### src/rtl/spi_baud_generator.sv
// ============================================================================
// Module   : spi_baud_generator
// Brief    : SPI master SCLK divider with polarity control and edge events.
// Revision : 1.0  initial release
// ============================================================================
`default_nettype none

module spi_baud_generator (
  input  logic       PCLK,
  input  logic       PRESETn,
  input  logic       mstr,
  input  logic       spi_busy,
  input  logic       ss,
  input  logic       cpol,
  input  logic       cpha,
  input  logic [2:0] sppr,
  input  logic [2:0] spr,
  output logic       sclk,
  output logic       posedge_sclk_event,
  output logic       negedge_sclk_event,
  output logic       sample_event,
  output logic       shift_event,
  output logic       baud_active
);

  typedef enum logic [0:0] {
    ST_IDLE = 1'b0,
    ST_RUN  = 1'b1
  } state_t;

  state_t     r_state;
  logic [9:0] r_cnt;
  logic [9:0] r_hm1;
  logic       r_cpol;
  logic       r_cpha;
  logic       r_sclk;
  logic       r_pos;
  logic       r_neg;
  logic       r_sample;
  logic       r_shift;

  logic       w_active;
  logic [9:0] w_hm1_live;
  logic       w_tc;
  logic       w_lead;

  assign w_active = mstr & spi_busy & ~ss;

  // H-1 = sppr*2^spr + (2^spr - 1): the two terms occupy disjoint bits, max 1023.
  assign w_hm1_live = ({7'd0, sppr} << spr) | ~(10'h3FF << spr);

  assign w_tc   = (r_cnt == r_hm1);
  assign w_lead = (r_sclk == r_cpol);

  always_ff @(posedge PCLK) begin
    if (!PRESETn) begin
      r_state  <= ST_IDLE;
      r_cnt    <= 10'd0;
      r_hm1    <= 10'd0;
      r_cpol   <= 1'b0;
      r_cpha   <= 1'b0;
      r_sclk   <= 1'b0;
      r_pos    <= 1'b0;
      r_neg    <= 1'b0;
      r_sample <= 1'b0;
      r_shift  <= 1'b0;
    end else begin
      r_pos    <= 1'b0;
      r_neg    <= 1'b0;
      r_sample <= 1'b0;
      r_shift  <= 1'b0;
      case (r_state)
        ST_IDLE: begin
          r_cnt  <= 10'd0;
          r_sclk <= cpol;
          if (w_active) begin
            r_state <= ST_RUN;
            r_hm1   <= w_hm1_live;
            r_cpol  <= cpol;
            r_cpha  <= cpha;
            // The activation cycle is count 0, so H=1 toggles right away.
            if (w_hm1_live == 10'd0) begin
              r_sclk   <= ~cpol;
              r_pos    <= ~cpol;
              r_neg    <= cpol;
              r_sample <= ~cpha;
              r_shift  <= cpha;
            end else begin
              r_cnt <= 10'd1;
            end
          end
        end
        ST_RUN: begin
          if (!w_active) begin
            r_state <= ST_IDLE;
            r_cnt   <= 10'd0;
            r_sclk  <= cpol;
          end else if (w_tc) begin
            r_cnt    <= 10'd0;
            r_sclk   <= ~r_sclk;
            r_pos    <= ~r_sclk;
            r_neg    <= r_sclk;
            r_sample <= w_lead ^ r_cpha;
            r_shift  <= ~(w_lead ^ r_cpha);
          end else begin
            r_cnt <= r_cnt + 10'd1;
          end
        end
        default: r_state <= ST_IDLE;
      endcase
    end
  end

  assign sclk               = r_sclk;
  assign posedge_sclk_event = r_pos;
  assign negedge_sclk_event = r_neg;
  assign sample_event       = r_sample;
  assign shift_event        = r_shift;
  assign baud_active        = (r_state == ST_RUN);

endmodule

`default_nettype wire

### config.mk
export PLATFORM = sky130hd
export DESIGN_NAME = spi_baud_generator
export DESIGN_NICKNAME = d
export VERILOG_FILES = /design/src/rtl/spi_baud_generator.sv
export SDC_FILE = /design/constraint.sdc
export NUM_CORES = 1
export LEC_CHECK = 0
export BUFFER_PORTS_ARGS = -buffer_cell sky130_fd_sc_hd__buf_2
export CORE_ASPECT_RATIO = 1.5
export CORE_MARGIN = 2
export CORE_UTILIZATION = 53
export CTS_BUF_LIST = sky130_fd_sc_hd__clkbuf_8
export CTS_CLUSTER_DIAMETER = 120
export DETAILED_ROUTE_END_ITERATION = 16
export PLACE_DENSITY_LB_ADDON = 0.12
export SYNTH_ARGS = -nofsm -noshare
export SYNTH_HDL_FRONTEND = slang
export SYNTH_SLANG_ARGS = --single-unit
export TNS_END_PERCENT = 100
### constraint.sdc
create_clock -name PCLK -period 2.6 [get_ports PCLK]
set_input_delay 0.13 -clock PCLK [delete_from_list [all_inputs] [get_ports PCLK]]
set_output_delay 0.13 -clock PCLK [all_outputs]
set_load 0.05 [all_outputs]
==> metrics.yaml, run 1 <==
placement:
  gp_congestion: 0.777
  post-place-cells: 207
  numPortBuffers: 18
  dpl.hpwl_mm: 2.14
die:
  row_count: 23
  die_w_um: 46.6
  die_y_um: 67.9
  ios: 19
  dieArea_mm2: 0.00317
  start_util_pct: 55.1
  coreArea_mm2: 0.00262
power:
  power.net_switching_mw: 0.189
  ir_drop_mv: 0.340
  p_sw_share_pct: 23.7
  p_clk_share_pct: 32.9
  p_leak_nw: 0.627
  p_per_area_mw_per_mm2: 509
  seq_power_share_pct: 56.0
  p_int_mw: 0.608
  p_comb_share_pct: 11.1
logic_synthesis:
  synth_nets: 178
  ys_ff_latch: 28
  synth_area_per_cell_um2: 8.91
  yosysWarnings: 0
  synth_cells: 162
  yosysSeqAreaShare_pct: 38.8
  synth-async-reset-ratio_pct: 0
  synth_flop_cell: "dfxtp_1"
  synth_edf_count: 0
  ys_types: 39
  syn_area_mm2: 0.00144
detailed_routing:
  firstDrtPassIters: 4
  routed_wl_mm: 2.75
  antenna_left: 0
  num_vias: 1115
  drt_iter0_drc: 19
  routed_via_density: 5.28
  route.detailed.drc: 0
  wl_per_cell_um: 13.0
timing:
  final.period_utilization_pct: 61.3
  hold_violations: 0
  finalSetupTns_ns: 0
  slew_headroom_pct: 73.2
  period_needed_ns: 1.59
  drv_slew: 0
  achievable-frequency_ghz: 0.628
  finalSetupViolations: 0
  skew_ns: 0.00182
  worstMarginPinSlew_ns: 0.398
  rsz0062_at_grt: "no"
cts:
  root_buffer: "clkbuf_8"
  clkLatencyLatePin_ns: 0.27
  cts-hold-fix-buffers: 0
  clkTransAtPathRegs_ns: 0.09
  cts_setup_buffers: 0
  htree_levels: 1
  cts_resized: 0
  cts.path.max_buffers: 2
  cts_tree: "done"
  numCtsBuffers: 3
  clock-sinks: 28
status:
  status: "completed"
finish:
  final_cell_mix: "dfxtp_1 (28), nand2_1 (18), buf_2 (18), nor2_1 (17), xor2_1 (12)"
  layout_commonest_cell: "dfxtp_1"
  antenna_cells: 0
  instances_no_fill: 211
  area_growth_pct: 8.41
  nets: 191
  n_fill_cell: 252
  drive_gt1_share_pct: 18.4
grt:
  grt_usage_pct: 19.9
  gr-total-overflow: 0
  grt_pass1_vias: 1071
  antenna_found_initial: 0
  grt_max_degree: 19
  grt_pass1_wl_mm: 4.61
setup_path:
  cp_slowest_cell: "dfxtp_1"
  arrival_ns: 1.75
  path_cells: "xor2_1 -> nor4_2 -> a31o_1 -> o22ai_1"
  startpoint_type: "flip-flop"
  max_stage_delay_ns: 0.43
  path_delay_family: "compound AO/OA/AOI/OAI gates"
  crit_type: "flip-flop to flip-flop"
  worst-path-buf-inv: 0
  end_kind: "flip-flop"
  path_max_fanout: 10
  required_ns: 2.76
min_path:
  hold_path_class: "primary input to flip-flop"
run:
  cap_viol_max_count: 0
-- through the flow --
step | instance area [µm²] | util, % | total power [mW] | setup WS (ns) | hold slack [ns]
2_1_floorplan | 1440 | - | 0.521 | 1.06 | 0.227
3_3_place_gp | 1510 | 57.7 | 0.540 | 0.961 | 0.371
3_5_place_dp | 1510 | 57.7 | 0.543 | 0.908 | 0.380
4_1_cts | 1570 | 59.8 | 0.803 | 0.999 | 0.0905
5_1_grt | 1570 | 59.8 | 0.831 | 0.864 | 0.109
6_report | 1570 | 59.8 | 0.797 | 1.01 | 0.0901
-- flip-flops by register name, summed over array words and instances, names as in the netlist --
name	flops
r_cnt	10
r_hm1	10
baud_active	1
negedge_sclk_event	1
posedge_sclk_event	1
r_cpha	1
r_cpol	1
sample_event	1
sclk	1
shift_event	1
-- final cells by class --
| cell class | count | area (µm²) | area share (%) |
|---|---|---|---|
| Tap cell | 37 | 46.3 | 2.96 |
| Inverter | 3 | 11.3 | 0.719 |
| Timing Repair Buffer | 18 | 90.1 | 5.76 |
| Sequential cell | 28 | 561 | 35.8 |
| Clock buffer | 4 | 55.1 | 3.52 |
| Multi-Input combinational cell | 121 | 802 | 51.2 |
-- power by group through the flow --
stage | logic [mW] | clock network, mW | registers [mW]
floorplan | 0.0625 | 0 | 0.459
global placement | 0.0842 | 0 | 0.456
detailed placement | 0.0870 | 0 | 0.456
CTS | 0.0883 | 0.268 | 0.446
global route | 0.0989 | 0.285 | 0.448
finish | 0.0883 | 0.262 | 0.446
-- kinds of logic (layout without fill, tap and decap cells) --
logic type | after synthesis | count (layout) | synth area share, %
and+or+nand+nor | 69 | 69 | 26.4
DFF | 28 | 28 | 38.8
AOI/OAI and AO/OA | 25 | 25 | 11.4
xor gates and xnor gates | 20 | 20 | 12.1
buffers and inverters | 13 | 25 | 5.63
muxes | 4 | 4 | 3.03
adders and majority gates | 3 | 3 | 2.60
-- cells in the mapped netlist, types with 2 or more instances --
| library cell | instances | area, µm² |
|---|---|---|
| a21boi_1 | 6 | 45.0 |
| a31oi_1 | 3 | 18.8 |
| and2_1 | 2 | 12.5 |
| and3_1 | 2 | 12.5 |
| buf_2 | 2 | 10.0 |
| buf_6 | 4 | 45.0 |
| clkbuf_1 | 4 | 15.0 |
| dfxtp_1 | 28 | 561 |
| ha_1 | 3 | 37.5 |
| inv_1 | 3 | 11.3 |
| mux2_2 | 2 | 22.5 |
| nand2_1 | 18 | 67.6 |
| nand3_1 | 8 | 40.0 |
| nand3_2 | 2 | 20.0 |
| nand3b_1 | 2 | 15.0 |
| nand4_1 | 2 | 12.5 |
| nor2_1 | 17 | 63.8 |
| nor3_1 | 4 | 20.0 |
| nor3b_1 | 2 | 15.0 |
| nor4_1 | 2 | 12.5 |
| nor4_2 | 2 | 25.0 |
| o21ai_0 | 5 | 25.0 |
| o21ai_1 | 4 | 20.0 |
| o22ai_1 | 2 | 12.5 |
| xnor2_1 | 8 | 70.1 |
| xor2_1 | 12 | 105 |
-- final timing paths --
check	slack (ns)	from	to	cells after the start
max	1.01	r_cnt[0]	r_cnt[0]	4
min reg2reg	0.47	r_hm1[9]	r_hm1[9]	2
min	0.09	cpha	sample_event	2
max reg2reg	1.01	r_cnt[0]	r_cnt[0]	4
-- per-layer routing --
metal / wire length, µm / vias up / track usage (%)
met5: 0 / - / 0
met2: 1450 / 18 / 35.4
li1: - / 575 / -
met4: 67 / 0 / 7.64
met1: 1160 / 515 / 23.7
met3: 69 / 7 / 2.37
(Power assumes the default switching activity.)
==> run 2, diff against run 1 <==
- clock period: 2.6 -> 1.65 ns (I/O delays scaled with it)
==> run 2 against run 1 <==
Hold slack got worse by 0.039 ns. Sequential share of layout area down 0.37 points. Die area stayed put. Setup slack worse by 0.88 ns. Register-to-register slack worse by 0.88 ns. Critical path type unchanged. Largest power group unchanged.
==> metrics.yaml, run 2 (same netlist as run 1, synthesis figures left out) <==
cts:
  cts-hold-fix-buffers: 0  # unchanged
  clkLatencyLatePin_ns: 0.26  # was 0.27 ns
  clkTransAtPathRegs_ns: 0.08  # was 0.09 ns
  cts.path.max_buffers: 2  # unchanged
  htree_levels: 1  # unchanged
  clock-sinks: 28  # unchanged
  numCtsBuffers: 3  # unchanged
  cts_resized: 0  # unchanged
  root_buffer: "clkbuf_8"  # unchanged
  cts_setup_buffers: 0  # unchanged
  cts_tree: "done"  # unchanged
finish:
  antenna_cells: 0  # unchanged
  final_cell_mix: "dfxtp_1 (28), nand2_1 (18), buf_2 (18), nor2_1 (17), xor2_1 (12)"  # unchanged
  area_growth_pct: 9.53  # was 8.41%
  layout_commonest_cell: "dfxtp_1"  # unchanged
  fin_area_mm2: 0.00158  # was 0.00157 mm²
  finish.utilization_pct: 60.4  # was 59.8%
  drive_gt1_share_pct: 19.8  # was 18.4%
  nets: 195  # was 191
  top_regs: "r_cnt: 10 flops, r_hm1: 10 flops"  # unchanged
timing:
  worstMarginPinSlew_ns: 0.411  # was 0.398 ns
  fin_ws_ns: 0.131  # was 1.01 ns
  finalSetupViolations: 0  # unchanged
  slew_headroom_pct: 72.6  # was 73.2%
  skew_ns: 0.00432  # was 0.00182 ns
  rsz0062_at_grt: "no"  # unchanged
  drv_slew: 0  # unchanged
  final.period_utilization_pct: 92.0  # was 61.3%
  period_needed_ns: 1.52  # was 1.59 ns
  finalSetupTns_ns: 0  # unchanged
  achievable-frequency_ghz: 0.659  # was 0.628 GHz
  hold_violations: 0  # unchanged
placement:
  gp_congestion: 0.804  # was 0.777
  numPortBuffers: 18  # unchanged
  dp_slack_ns: 0.0625  # was 0.908 ns
  placed_area_mm2: 0.00154  # was 0.00151 mm²
  dpl.hpwl_mm: 2.06  # was 2.14 mm
setup_path:
  end_kind: "flip-flop"  # unchanged
  arrival_ns: 1.68  # was 1.75 ns
  path_max_fanout: 8  # was 10
  startpoint_type: "flip-flop"  # unchanged
  required_ns: 1.81  # was 2.76 ns
  crit_type: "flip-flop to flip-flop"  # unchanged
detailed_routing:
  routed_wl_mm: 2.54  # was 2.75 mm
  route.detailed.drc: 0  # unchanged
  firstDrtPassIters: 4  # unchanged
  wl_per_cell_um: 11.9  # was 13.0 µm
  num_vias: 1111  # was 1115
  drt_iter0_drc: 12  # was 19
  antenna_left: 0  # unchanged
  routed_via_density: 5.19  # was 5.28
die:
  start_util_pct: 55.1  # unchanged
  row_count: 23  # unchanged
  dieArea_mm2: 0.00317  # unchanged
  die_w_um: 46.6  # unchanged
  coreArea_mm2: 0.00262  # unchanged
  die_y_um: 67.9  # unchanged
  ios: 19  # unchanged
power:
  p_clk_share_pct: 28.9  # was 32.9%
  finalPower_mw: 1.19  # was 0.797 mW
  p_int_mw: 0.914  # was 0.608 mW
  power.net_switching_mw: 0.278  # was 0.189 mW
  p_sw_share_pct: 23.3  # was 23.7%
  p_leak_nw: 0.640  # was 0.627 nW
  seq_power_share_pct: 58.9  # was 56.0%
  p_comb_share_pct: 12.1  # was 11.1%
  ir_drop_mv: 0.540  # was 0.340 mV
  p_per_area_mw_per_mm2: 754  # was 509 mW/mm²
grt:
  grt_pass1_wl_mm: 4.42  # was 4.61 mm
  gr-total-overflow: 0  # unchanged
  grt_pass1_vias: 1048  # was 1071
  grt_max_degree: 19  # unchanged
  grt_usage_pct: 18.9  # was 19.9%
  antenna_found_initial: 0  # unchanged
min_path:
  hold_path_class: "primary input to flip-flop"  # unchanged
status:
  status: "completed"  # unchanged
run:
  cap_viol_max_count: 0  # unchanged
-- run 2: changes by cell type in the layout (fill, tap and decap cells not counted) --
cell / change
buf_4: +4
clkbuf_8: -1
-- run 2: final timing paths --
check        slack (ns)     start  cells past startpoint           end
max                0.13  r_cnt[5]                      5      r_cnt[2]
min reg2reg        0.47  r_hm1[7]                      2      r_hm1[7]
min                0.05      cpha                      2  sample_event
max reg2reg        0.13  r_cnt[5]                      5      r_cnt[2]
-- run 2: power by group through the flow --
stage                     Sequential (mW)  Clock, mW  Combinational (mW)
after global placement              0.718          0               0.141
after floorplan                     0.723          0              0.0985
after CTS                           0.703      0.361               0.145
after global routing                0.705      0.383               0.162
after detailed placement            0.718          0               0.144
final                               0.703      0.345               0.145
-- run 2: metrics by stage --
step	cells	hold WS (ns)
2_1_floorplan	162	0.179
3_3_place_gp	211	0.323
3_5_place_dp	211	0.320
4_1_cts	214	0.0328
5_1_grt	214	0.0511
6_report	214	0.0507
-- run 2: final cells by class --
type	instances	area, µm²
repair buffers	22	120
fillers	255	1040
flip-flops and latches	28	561
clock buffers	3	41.3
inverters	3	11.3
multi-input cells	121	802
well taps	37	46.3
-- run 2: metal layers --
layer	share of wire, %	routed length, µm	vias up	track usage (%)
met3	1.8	46	2	3.17
met5	0	0	-	0
met1	45	1140	513	21.6
met4	0.75	19	0	7.29
li1	-	-	583	-
met2	52	1330	13	33.9
-- run 2: critical path, stage by stage, from the launching register on --
cell,delay (ns)
dfxtp_1,0.43
xor2_1,0.12
nor4_2,0.41
a31o_1,0.24
buf_4,0.16
nor2_1,0.05
